$ cat src/rtl/alu_pipe.sv
// Sequential ALU with valid/ready on both sides. All ops except MUL finish in one cycle;
// MUL runs a shift-add over WIDTH cycles. Results are 2*WIDTH wide and registered.
module alu_pipe #(
  parameter int WIDTH      = 8,
  parameter bit SIGNED_CMP = 1'b0
) (
  input  logic               clk_in,
  input  logic               rst_n_in,
  input  logic [WIDTH-1:0]   d0_in,
  input  logic [WIDTH-1:0]   d1_in,
  input  logic [2:0]         sel_in,
  input  logic               valid_in,
  output logic               ready_out,
  output logic [2*WIDTH-1:0] res_out,
  output logic               gt_out,
  output logic               eq_out,
  output logic               valid_out,
  input  logic               ready_in,
  output logic [1:0]         dbg_state
);

  localparam int RW = 2 * WIDTH;
  localparam int SW = $clog2(RW);
  localparam int CW = (WIDTH > 1) ? $clog2(WIDTH) : 1;
  localparam logic [CW-1:0] LAST = CW'(WIDTH - 1);

  typedef enum logic [1:0] {
    IDLE = 2'd0,
    BUSY = 2'd1,
    DONE = 2'd2
  } state_t;

  state_t           state;
  logic [WIDTH-1:0] a_q;
  logic [WIDTH-1:0] b_q;
  logic [RW-1:0]    acc;
  logic [CW-1:0]    cnt;

  logic [RW-1:0]    a_ext;
  logic [RW-1:0]    b_ext;
  logic [RW-1:0]    op_res;
  logic [RW-1:0]    pp;
  logic [RW-1:0]    acc_next;
  logic [SW-1:0]    shamt;
  logic             accept;

  function automatic logic is_gt(input logic [WIDTH-1:0] a, input logic [WIDTH-1:0] b);
    if (SIGNED_CMP) return $signed(a) > $signed(b);
    else return a > b;
  endfunction

  // Handshake protocol: a transfer happens on a rising edge where valid and ready are both
  // high on the same side. valid_out stays high until the consumer takes the result; a new
  // operation can be accepted in the very cycle the previous result is taken.
  assign ready_out = rst_n_in && ((state == IDLE) || ((state == DONE) && ready_in));
  assign accept    = valid_in && ready_out;
  assign dbg_state = state;

  always_comb begin
    a_ext = {{WIDTH{1'b0}}, d0_in};
    b_ext = {{WIDTH{1'b0}}, d1_in};
    shamt = d1_in[SW-1:0];
    case (sel_in)
      3'd0:    op_res = a_ext + b_ext;
      3'd1:    op_res = a_ext - b_ext;
      3'd2:    op_res = a_ext & b_ext;
      3'd3:    op_res = a_ext | b_ext;
      3'd4:    op_res = a_ext ^ b_ext;
      3'd6:    op_res = a_ext << shamt;
      3'd7:    op_res = a_ext >> shamt;
      default: op_res = '0;
    endcase
  end

  // One partial product per BUSY cycle, selected by multiplier bit cnt.
  always_comb begin
    pp       = b_q[cnt] ? ({{WIDTH{1'b0}}, a_q} << cnt) : '0;
    acc_next = acc + pp;
  end

  always_ff @(posedge clk_in or negedge rst_n_in) begin
    if (!rst_n_in) begin
      state     <= IDLE;
      a_q       <= '0;
      b_q       <= '0;
      acc       <= '0;
      cnt       <= '0;
      res_out   <= '0;
      gt_out    <= 1'b0;
      eq_out    <= 1'b0;
      valid_out <= 1'b0;
    end else if (state == BUSY) begin
      acc <= acc_next;
      cnt <= cnt + 1'b1;
      if (cnt == LAST) begin
        res_out   <= acc_next;
        gt_out    <= is_gt(a_q, b_q);
        eq_out    <= (a_q == b_q);
        valid_out <= 1'b1;
        state     <= DONE;
      end
    end else if (accept) begin
      a_q <= d0_in;
      b_q <= d1_in;
      if (sel_in == 3'd5) begin
        acc       <= '0;
        cnt       <= '0;
        valid_out <= 1'b0;
        state     <= BUSY;
      end else begin
        res_out   <= op_res;
        gt_out    <= is_gt(d0_in, d1_in);
        eq_out    <= (d0_in == d1_in);
        valid_out <= 1'b1;
        state     <= DONE;
      end
    end else if ((state == DONE) && ready_in) begin
      valid_out <= 1'b0;
      state     <= IDLE;
    end
  end

endmodule

$ cat config.mk
export PLATFORM = sky130hd
export DESIGN_NAME = alu_pipe
export DESIGN_NICKNAME = d
export VERILOG_FILES = /design/src/rtl/alu_pipe.sv
export SDC_FILE = /design/constraint.sdc
export NUM_CORES = 1
export LEC_CHECK = 0
export ABC_AREA = 1
export ABC_CLOCK_PERIOD_IN_PS = 3000
export BUFFER_PORTS_ARGS = -buffer_cell sky130_fd_sc_hd__buf_2
export CORE_UTILIZATION = 62
export CTS_CLUSTER_DIAMETER = 100
export DETAILED_ROUTE_END_ITERATION = 12
export HOLD_SLACK_MARGIN = 0.15
export PLACE_DENSITY_LB_ADDON = 0.2
export SKIP_CTS_REPAIR_TIMING = 1
export SLEW_MARGIN = 20
export SYNTH_ARGS = -nofsm -noshare
export SYNTH_HDL_FRONTEND = slang
export SYNTH_SLANG_ARGS = --single-unit
$ cat constraint.sdc
create_clock -name clk_in -period 3 [get_ports clk_in]
set_clock_uncertainty 0.05 [all_clocks]
set_input_delay 0.45 -clock clk_in [delete_from_list [all_inputs] [get_ports clk_in]]
set_output_delay 0.45 -clock clk_in [all_outputs]
set_load 0.02 [all_outputs]
==> run metrics <==
row cnt 34; TritonRoute pass-1 iters 7; area share of the largest cell type after synthesis 0.2486; largest net degree at the start of global routing 56; synth top area cells dfrtp_1 25%, nand2_1 18%, ha_1 12%; design area 0.006093 mm2; # clock sinks 55; IO Count 45; Slew @ Worst Pin 0.6993 ns; sequential-to-total area share from yosys stat 0.2486; relative slew slack 0.5338; CP Capture Type register; GR Util All Layers 0.3711; Power per Cell Area 692.9 mW/mm2; Mapped Avg Cell Area 6.255 um2; core area 0.008678 mm2; top-count cell post-synth nand2_1; sw power 2.059 mW; Yosys reg bits 55; max_cap viols 0; CP required 3.20 ns; die width 96.49 um; crit-path leading delay family compound AO/OA/AOI/OAI gates; post-synth top area cell dfrtp_1; metal1 wirelength 6.731 mm; combinational share of power 0.584; grt total ovfl 0; Post-Synthesis Cells 885; Worst Path Max Fanout 14; worst path bufs/invs 2; Placed Cells 1021; clock slew at reported path FFs 0.11 ns; initial antenna violation count 0; via count 6132; post-DP HPWL 13.41 mm; R2R setup slack 0.15 ns; Final Core Density 0.7021; Clk Latency, worst-skew pair 0.31 ns; Die H 96.49 um; cell area after synthesis 0.005535 mm2; Area Overhead vs Synth 10.08%; CP cell instances buf_6 > o21ai_0 > o21ai_1 > o21ai_0 > nand2_1 > inv_1 > ha_1 > a21oi_1 > o21ai_0 > a21oi_1 > nand2_1 > nand2_1 > nand3_1 > nand2_1 > nand2_1 > nand2_1; Final Setup Violations 0; commonest cells in the netlist 268 x nand2_1, 101 x nand3_1, 97 x inv_1; global placement routability congestion 1.004; cell depth of the worst flop-to-flop path 16; share of layout cells above drive strength 1 0.1245; first-pass GRT wire length 26.45 mm; met3 wire length 1.222 mm; status complete, no violations; Critical path origin cnt[0]; Final Max Tran Viols 0; sequential power share 0.292; top layer in use met4; Setup crit start kind register; Yosys warnings 0; Fillers 747; CP peak stage delay 0.46 ns; Starting Density 0.6378; register area 0.001378 mm2; period utilization 0.9507; # DRC 0; cell-internal power 2.164 mW; nets in the synthesized netlist 964; htree depth 2; Root Driver clkbuf_8; worst r2r src cnt[0]; drt initial violations 505; final critical-path required period 2.852 ns; Critical-path top delay cell dfrtp_2; top achievable clock speed 350.6 MHz; Worst Path Arrival 3.05 ns; full die area 0.009309 mm2; Vias/cell 5.942; Final nets 1002; kind of critical path reg -> reg; Port Buffers 44; vias in the first global route 5625; Clock power frac 0.124; Top FF cell, synth dfrtp_1; total wire length 16.94 mm; Post-synth EDFFs 0; Avg WL per Cell 16.41 um; r2r endpoint res_out[13]; Crit path top cell by count nand2_1; cts bufs inserted 5; Sw Ratio 0.4876; Max IR drop VDD 0.3123 mV; Non-Filler Instances 1032; Antenna Cells 0; metal2 WL 8.131 mm; Cell Area, Placed 0.005836 mm2; CTS tree yes; Multi-input gate area 0.003706 mm2; post-synthesis cell type count 42; CTS Buffer Depth 2; Hold Path Class in -> async; Routed Antenna Nets 0; final hold slack 0.2311 ns; async set or reset register ratio after synthesis 1.000; leak pwr 3.403 nW; final hold vios 0
[power groups by stage]
stage | combinational [mW] | sequential [mW] | clock [mW]
3_3_place_gp | 2.13 | 1.21 | 0
6_report | 2.47 | 1.23 | 0.523
5_1_grt | 2.73 | 1.27 | 0.550
3_5_place_dp | 2.21 | 1.22 | 0
4_1_cts | 2.23 | 1.21 | 0.522
2_1_floorplan | 1.48 | 1.30 | 0
[cell usage in the layout (no fill, tap or decap), types with 2 or more instances in the layout]
cell,count
a31o_2,2
nor2_1,77
nand2_2,7
clkbuf_8,6
inv_1,96
and2_1,2
fa_1,2
ha_4,4
ha_2,2
o22ai_1,6
ha_1,47
or2_2,2
buf_2,44
nand3_1,101
o21ai_1,13
dfrtp_1,54
nor2_2,5
inv_2,7
o211ai_1,6
o21ai_0,64
nand4_1,6
a21oi_2,5
buf_4,18
a21oi_1,58
nand2_1,262
nor3_1,3
nor3_2,3
[worst max-delay path by stage]
stage	to	slack, ns	cells past startpoint
floorplan	res_out[9]	0.35	18
global placement	res_out[8]	0.11	18
detailed placement	res_out[8]	0.07	17
CTS	res_out[13]	-0.009	18
global route	res_out[13]	-0.01	18
finish	res_out[13]	0.15	16
[layout make-up]
class                           count  share of cell area
Inverter                          104             0.06407
Clock buffer                        6             0.01355
Timing Repair Buffer               63             0.06016
Tap cell                          108             0.02218
Clock inverter                      2            0.005749
Multi-Input combinational cell    694              0.6082
Sequential cell                    55              0.2261
[layer usage]
| layer | vias up | global-route usage |
|---|---|---|
| met5 | - | 0 |
| met4 | 0 | 0.1936 |
| met3 | 59 | 0.04617 |
| met2 | 325 | 0.6303 |
| met1 | 2800 | 0.4598 |
| li1 | 2948 | - |
[per-stage QoR]
stage	power, mW	TNS, ns	setup slack (ns)
floorplan	2.780	0	0.3494
global placement	3.335	0	0.1082
detailed placement	3.434	0	0.06736
CTS	3.960	-0.008502	-0.008502
global route	4.545	-0.01072	-0.01072
finish	4.222	0	0.1478
[cells by family after synthesis]
group / Yosys count / share of synthesized area
adder cells (fa/ha/maj): 56 / 0.1307
AO/OA/AOI/OAI: 160 / 0.1528
multiplexers: 2 / 0.003617
buffers and inverters: 136 / 0.1022
flip-flops: 55 / 0.2486
XOR/XNOR: 1 / 0.001583
AND/OR/NAND/NOR: 475 / 0.3605
[flip-flops by register name (all words and copies together) (netlist names)]
| name | flops |
|---|---|
| eq_out | 1 |
| valid_out | 1 |
| dbg_state | 1 |
| res_out | 16 |
| cnt | 3 |
| b_q | 8 |
| acc | 16 |
| a_q | 8 |
| gt_out | 1 |
Note: power is estimated with default switching activity, not from simulation.
